$ cat src/rtl/module_control_display_if.sv
// Decoder-result and display-pin bundle between the Hamming decoder datapath and
// the two-digit multiplexed display controller.
interface module_control_display_if;
  logic [6:0] siete_seg;
  logic [6:0] error;
  logic       error_simple;
  logic       error_doble;
  logic       no_error;
  logic       swi;
  logic       valido;
  logic [6:0] seg;
  logic [1:0] an;
  logic       alerta;

  modport master (
    output siete_seg, error, error_simple, error_doble, no_error, swi, valido,
    input  seg, an, alerta
  );

  modport slave (
    input  siete_seg, error, error_simple, error_doble, no_error, swi, valido,
    output seg, an, alerta
  );
endinterface

$ cat src/rtl/module_control_display.sv
// Latches decode results on valido and time-multiplexes them onto a two-digit
// active-low 7-segment display, blinking the error code on a double error.
module module_control_display #(
  parameter int REFRESH_CNT = 50000,
  parameter int BLINK_DIV   = 100
) (
  input logic                      clk,
  input logic                      rst,
  module_control_display_if.slave  bus
);
  localparam int RW = $clog2(REFRESH_CNT);
  localparam int BW = (BLINK_DIV > 1) ? $clog2(BLINK_DIV) : 1;

  typedef enum logic [1:0] {INICIO, NORMAL, DOBLE, INDEF} state_t;

  state_t        state, state_nxt;
  logic [6:0]    cap_seg, cap_err;
  logic          show_err;
  logic [RW-1:0] ref_cnt;
  logic          dig_sel;
  logic [BW-1:0] blk_cnt;
  logic          phase;
  logic          ref_wrap, enter_doble;
  logic [6:0]    seg_nxt;
  logic [1:0]    an_nxt;
  logic          alerta_nxt;

  assign ref_wrap    = (ref_cnt == RW'(REFRESH_CNT - 1));
  assign enter_doble = bus.valido && bus.error_doble && (state != DOBLE);

  always_ff @(posedge clk or posedge rst) begin
    if (rst) state <= INICIO;
    else     state <= state_nxt;
  end

  always_comb begin
    state_nxt = state;
    if (bus.valido) begin
      if (bus.error_doble)                         state_nxt = DOBLE;
      else if (bus.error_simple || bus.no_error)   state_nxt = NORMAL;
      else                                         state_nxt = INDEF;
    end
  end

  always_ff @(posedge clk or posedge rst) begin
    if (rst) begin
      cap_seg  <= '1;
      cap_err  <= '1;
      show_err <= 1'b0;
    end else if (bus.valido) begin
      cap_seg  <= bus.siete_seg;
      cap_err  <= bus.error;
      show_err <= bus.error_simple;
    end
  end

  always_ff @(posedge clk or posedge rst) begin
    if (rst) begin
      ref_cnt <= '0;
      dig_sel <= 1'b0;
    end else if (ref_wrap) begin
      ref_cnt <= '0;
      dig_sel <= ~dig_sel;
    end else begin
      ref_cnt <= ref_cnt + 1'b1;
    end
  end

  // Entry into DOBLE restarts the blink even if it coincides with a refresh wrap.
  always_ff @(posedge clk or posedge rst) begin
    if (rst) begin
      blk_cnt <= '0;
      phase   <= 1'b1;
    end else if (enter_doble) begin
      blk_cnt <= '0;
      phase   <= 1'b1;
    end else if (ref_wrap) begin
      if (blk_cnt == BW'(BLINK_DIV - 1)) begin
        blk_cnt <= '0;
        phase   <= ~phase;
      end else begin
        blk_cnt <= blk_cnt + 1'b1;
      end
    end
  end

  always_comb begin
    seg_nxt    = '1;
    an_nxt     = '1;
    alerta_nxt = (state == DOBLE);
    case (state)
      NORMAL: begin
        if (!dig_sel) begin
          an_nxt  = 2'b10;
          seg_nxt = cap_seg;
        end else begin
          an_nxt  = 2'b01;
          seg_nxt = show_err ? cap_err : 7'h7F;
        end
      end
      DOBLE: begin
        if (phase) begin
          an_nxt  = dig_sel ? 2'b01 : 2'b10;
          seg_nxt = cap_err;
        end
      end
      INDEF: begin
        if (!dig_sel) begin
          an_nxt  = 2'b10;
          seg_nxt = bus.swi ? cap_err : cap_seg;
        end
      end
      default: ;
    endcase
  end

  always_ff @(posedge clk or posedge rst) begin
    if (rst) begin
      bus.seg    <= '1;
      bus.an     <= '1;
      bus.alerta <= 1'b0;
    end else begin
      bus.seg    <= seg_nxt;
      bus.an     <= an_nxt;
      bus.alerta <= alerta_nxt;
    end
  end
endmodule
$ cat src/flat_wrapper.sv
// flat-port wrapper written by rule: the top's interface ports become plain ports
module module_control_display_flat 
#(
  parameter int REFRESH_CNT = 50000,
  parameter int BLINK_DIV   = 100
)
  (clk, rst, bus_siete_seg, bus_error, bus_error_simple, bus_error_doble, bus_no_error, bus_swi, bus_valido, bus_seg, bus_an, bus_alerta);
  module_control_display_if bus_i ();
  input logic clk;
  input logic rst;
  input wire logic [$bits(bus_i.siete_seg)-1:0] bus_siete_seg;
  input wire logic [$bits(bus_i.error)-1:0] bus_error;
  input wire logic [$bits(bus_i.error_simple)-1:0] bus_error_simple;
  input wire logic [$bits(bus_i.error_doble)-1:0] bus_error_doble;
  input wire logic [$bits(bus_i.no_error)-1:0] bus_no_error;
  input wire logic [$bits(bus_i.swi)-1:0] bus_swi;
  input wire logic [$bits(bus_i.valido)-1:0] bus_valido;
  output wire logic [$bits(bus_i.seg)-1:0] bus_seg;
  output wire logic [$bits(bus_i.an)-1:0] bus_an;
  output wire logic [$bits(bus_i.alerta)-1:0] bus_alerta;
  assign bus_i.siete_seg = bus_siete_seg;
  assign bus_i.error = bus_error;
  assign bus_i.error_simple = bus_error_simple;
  assign bus_i.error_doble = bus_error_doble;
  assign bus_i.no_error = bus_no_error;
  assign bus_i.swi = bus_swi;
  assign bus_i.valido = bus_valido;
  assign bus_seg = bus_i.seg;
  assign bus_an = bus_i.an;
  assign bus_alerta = bus_i.alerta;
  module_control_display #(.REFRESH_CNT(REFRESH_CNT), .BLINK_DIV(BLINK_DIV)) u_core (.clk(clk), .rst(rst), .bus(bus_i));
endmodule
$ cat config.mk
export PLATFORM = sky130hd
export DESIGN_NAME = module_control_display_flat
export DESIGN_NICKNAME = d
export VERILOG_FILES = /design/src/rtl/module_control_display_if.sv /design/src/rtl/module_control_display.sv /design/src/flat_wrapper.sv
export SDC_FILE = /design/constraint.sdc
export NUM_CORES = 1
export LEC_CHECK = 0
export CAP_MARGIN = 40
export CORE_MARGIN = 2
export CORE_UTILIZATION = 50
export DETAILED_ROUTE_END_ITERATION = 16
export MAX_ROUTING_LAYER = met4
export PLACE_DENSITY = 0.73
export SETUP_SLACK_MARGIN = 0.4
export SYNTH_ARGS = -nofsm -noshare
export SYNTH_HDL_FRONTEND = slang
export SYNTH_SLANG_ARGS = --single-unit
$ cat constraint.sdc
create_clock -name clk -period 3.45 [get_ports clk]
set_clock_uncertainty 0.1 [all_clocks]
set_input_delay 0.69 -clock clk [delete_from_list [all_inputs] [get_ports clk]]
set_output_delay 0.69 -clock clk [all_outputs]
set_load 0.005 [all_outputs]
==> results.cfg <==
[clock_network]
clkTransAtPathRegs_ns = 0.09
htree_levels = 2
ctsResizeCount = 0
hold_buffers = 0
tritoncts = done
clockRootBuffer = clkbuf_8
cts_setup_buffers = 0
clkLatencyLatePin_ns = 0.30
clock_sinks = 52
numCtsBuffers = 5
clk_path_buf_depth = 2

[place]
gp_congestion = 0.806
dpl.cell_count = 320
place_area_sq_um = 2870
hpwlAfterDp_mm = 3.22
port_buffers = 30
pre_cts_slack_ns = 1.12

[synth]
yosysWarnings = 0
synth_flop_cell = dfrtp_1
netlist_area_sq_um = 2500
ys_seq_area_share_pct = 53.3
netlist_instances = 229
async_reset_ff_share_pct = 100
syn-num-nets = 252
synth-edff-count = 0
synth_cell_type_count = 42
synth.avg_cell_area_sq_um = 10.9
ys_ff_latch = 52

[drt]
viasPerCell = 5.52
wire_per_inst_microns = 14.1
dr.pass1.iters = 4
num_vias = 1811
drc = 0
ant_nets = 0
dr.first_iter.drc_count = 89
wl_mm = 4.63

[sta]
worst_slack_ns = 1.33
tightest_slew_ns = 0.847
slew_violations = 0
final-hold-violation-count = 0
setup_viol = 0
fmax_ghz = 0.472
slew_headroom_pct = 43.5
timing.final.crit_period_ns = 2.12
min_period_over_period_pct = 61.4
holdWs_ns = 0.404
tns_ns = 0
rsz0062_at_grt = no

[worst_hold_path]
hold_class = flop to flop

[global_route]
grt_pass1_wl_mm = 8.00
grt-ovfl-total = 0
grt_max_degree = 42
antenna_found_initial = 0
track_usage_pct = 19.5
grt_pass1_vias = 1751

[critical_path]
startpoint_type = flop
r2r-start = u_core.ref_cnt[0]$_DFF_PP0_
startpoint = u_core.bus.seg[3]$_DFF_PP1_
reg2reg_slack_ns = 1.36
cp_max_fo = 1
endpoint_kind = primary output
cp.required_ns = 2.66
ff2ff_path_depth = 5
crit_path_cell_trace = clkdlybuf4s50_1
worst-path-buf-inv = 1
rr_endpoint = u_core.blk_cnt[6]$_DFFE_PP0P_
crit_type = flop to primary output
critPathTopFamily = flip-flops
critPathMaxStageDelay_ns = 0.53
worstPathArrival_ns = 1.33
path_depth = 1
cp-endpoint = bus_seg[3]
cp_slowest_cell = dfstp_2

[final_layout]
seq_area_sq_um = 1330
diodes = 0
area_growth_syn_to_layout_pct = 18.4
fillerInstances = 401
layout.cells.non_filler = 328
multi_input_area_sq_um = 1120
stdcell_area_sq_um = 2960
nNetsFinal = 283
drive_above_1_share_pct = 23.4

[power_and_ir_drop]
p_sw_mw = 0.282
comb_power_share_pct = 12.5
seqPwrFrac_pct = 57.9
power_frac_clock_pct = 29.6
power_density_nw_per_um2 = 409
p_int_mw = 0.928
leakagePower_nw = 1.21
vdd_drop_max_mv = 0.205
switching_share_pct = 23.3

[die]
die_w_microns = 74.7
row_count = 25
io_pins = 31
dieArea_sq_um = 5580
initial_core_util_pct = 52.2
die_y_microns = 74.7
core_region_area_sq_um = 4790

[status]
outcome = complete, no violations

[run]
maxCapViolations = 0
==> power by group through the flow <==
stage	sequential (mW)	clock, mW	combinational (mW)
after floorplan	0.702	0	0.0832
after global placement	0.710	0	0.149
after detailed placement	0.711	0	0.153
after CTS	0.700	0.372	0.153
after global routing	0.706	0.395	0.169
final	0.700	0.358	0.151
==> cells in the mapped netlist, types with 2 or more instances <==
| library cell | number | share of area [%] |
|---|---|---|
| a21oi_1 | 11 | 2.2 |
| xnor2_1 | 4 | 1.4 |
| nand3_1 | 14 | 2.8 |
| nand4_1 | 3 | 0.75 |
| dfrtp_1 | 28 | 28 |
| o22ai_1 | 10 | 2.5 |
| or2_2 | 2 | 0.50 |
| inv_1 | 5 | 0.75 |
| o211ai_1 | 2 | 0.60 |
| or4_1 | 5 | 1.5 |
| and3_1 | 3 | 0.75 |
| nand2_1 | 20 | 3.0 |
| and4_2 | 2 | 0.80 |
| xor2_1 | 8 | 2.8 |
| a21o_1 | 2 | 0.60 |
| or3_2 | 2 | 0.60 |
| clkbuf_1 | 5 | 0.75 |
| and4bb_2 | 3 | 1.5 |
| o22a_1 | 5 | 1.8 |
| ha_1 | 2 | 1.0 |
| nand2b_1 | 4 | 1.0 |
| dfstp_2 | 24 | 25 |
| nor2b_1 | 5 | 1.3 |
| mux2_2 | 15 | 6.8 |
| nand4_2 | 2 | 1.0 |
| a22o_1 | 2 | 0.70 |
| nor2_1 | 14 | 2.1 |
| buf_2 | 2 | 0.40 |
| and4_1 | 2 | 0.70 |
| o21ai_0 | 11 | 2.2 |
==> registers in the layout, summed over array words and instances, names as in the netlist <==
name               cells
u_core.show_err        1
u_core.dig_sel         1
u_core.ref_cnt        16
u_core.bus.alerta      1
u_core.state           2
u_core.bus.seg         7
u_core.cap_seg         7
u_core.blk_cnt         7
u_core.phase           1
u_core.cap_err         7
u_core.bus.an          2
==> cells in the final DEF, fill, tap and decap left out, drive strengths merged, types with 3 or more instances in the layout <==
| cell type | n |
|---|---|
| or4 | 5 |
| xnor2 | 4 |
| nand3 | 14 |
| mux2 | 15 |
| nand2b | 4 |
| clkbuf | 7 |
| dfstp | 24 |
| and4 | 4 |
| and3 | 3 |
| nand4 | 5 |
| dfrtp | 28 |
| or3 | 3 |
| inv | 5 |
| xor2 | 8 |
| and4bb | 3 |
| a21oi | 11 |
| nor2 | 14 |
| o22a | 5 |
| nor2b | 5 |
| o22ai | 10 |
| o21ai | 11 |
| nand2 | 20 |
| clkdlybuf4s50 | 30 |
==> worst min path at each step <==
| stage | endpoint | cells after the start | from |
|---|---|---|---|
| floorplan | u_core.ref_cnt[0]$_DFF_PP0_ | 1 | u_core.ref_cnt[0]$_DFF_PP0_ |
| global route | u_core.bus.seg[6]$_DFF_PP1_ | 2 | u_core.cap_err[6]$_DFFE_PP1P_ |
| global placement | u_core.bus.seg[6]$_DFF_PP1_ | 2 | u_core.cap_err[6]$_DFFE_PP1P_ |
| detailed placement | u_core.bus.seg[6]$_DFF_PP1_ | 2 | u_core.cap_err[6]$_DFFE_PP1P_ |
| finish | u_core.bus.seg[4]$_DFF_PP1_ | 2 | u_core.cap_err[4]$_DFFE_PP1P_ |
| CTS | u_core.bus.seg[6]$_DFF_PP1_ | 2 | u_core.cap_err[6]$_DFFE_PP1P_ |
==> final cells by class <==
class                      instances  share of cell area [%]
tap                               67                    2.83
timing repair buffer              32                    10.7
clock inverter                     1                   0.254
multi-input combinational        164                    37.7
clock buffer                       7                    2.92
inverter                           5                   0.634
sequential                        52                    45.0
==> per-layer routing <==
metal / wire length (microns) / track usage [%] / up-vias
li1: - / - / 898
met1: 2100 / 24.4 / 861
met4: 18 / 4.96 / 0
met3: 190 / 5.62 / 2
met5: 0 / - / -
met2: 2320 / 31.4 / 50
==> worst reg2reg max path, delay by kind of cell, from the launching register on <==
kind / cells / cell delay [ns]
AOI/OAI and AO/OA: 1 / 0.09
DFF: 1 / 0.43
and+or+nand+nor: 3 / 1.09
adders and majority gates: 1 / 0.31
==> through the flow <==
step	util (%)	total power, mW
5_1_grt	61.8	1.27
3_3_place_gp	59.9	0.859
6_report	61.8	1.21
2_1_floorplan	-	0.785
3_5_place_dp	59.9	0.864
4_1_cts	61.8	1.23
==> cells by family after synthesis <==
family | Yosys count | share of synthesized area, %
AO/OA/AOI/OAI | 45 | 11.1
buffers and inverters | 13 | 2.05
XOR/XNOR | 12 | 4.21
flip-flops | 52 | 53.3
multiplexers | 16 | 7.16
AND/OR/NAND/NOR | 89 | 21.2
adder cells (fa/ha/maj) | 2 | 1.00
Note: power is estimated with default switching activity, not from simulation.
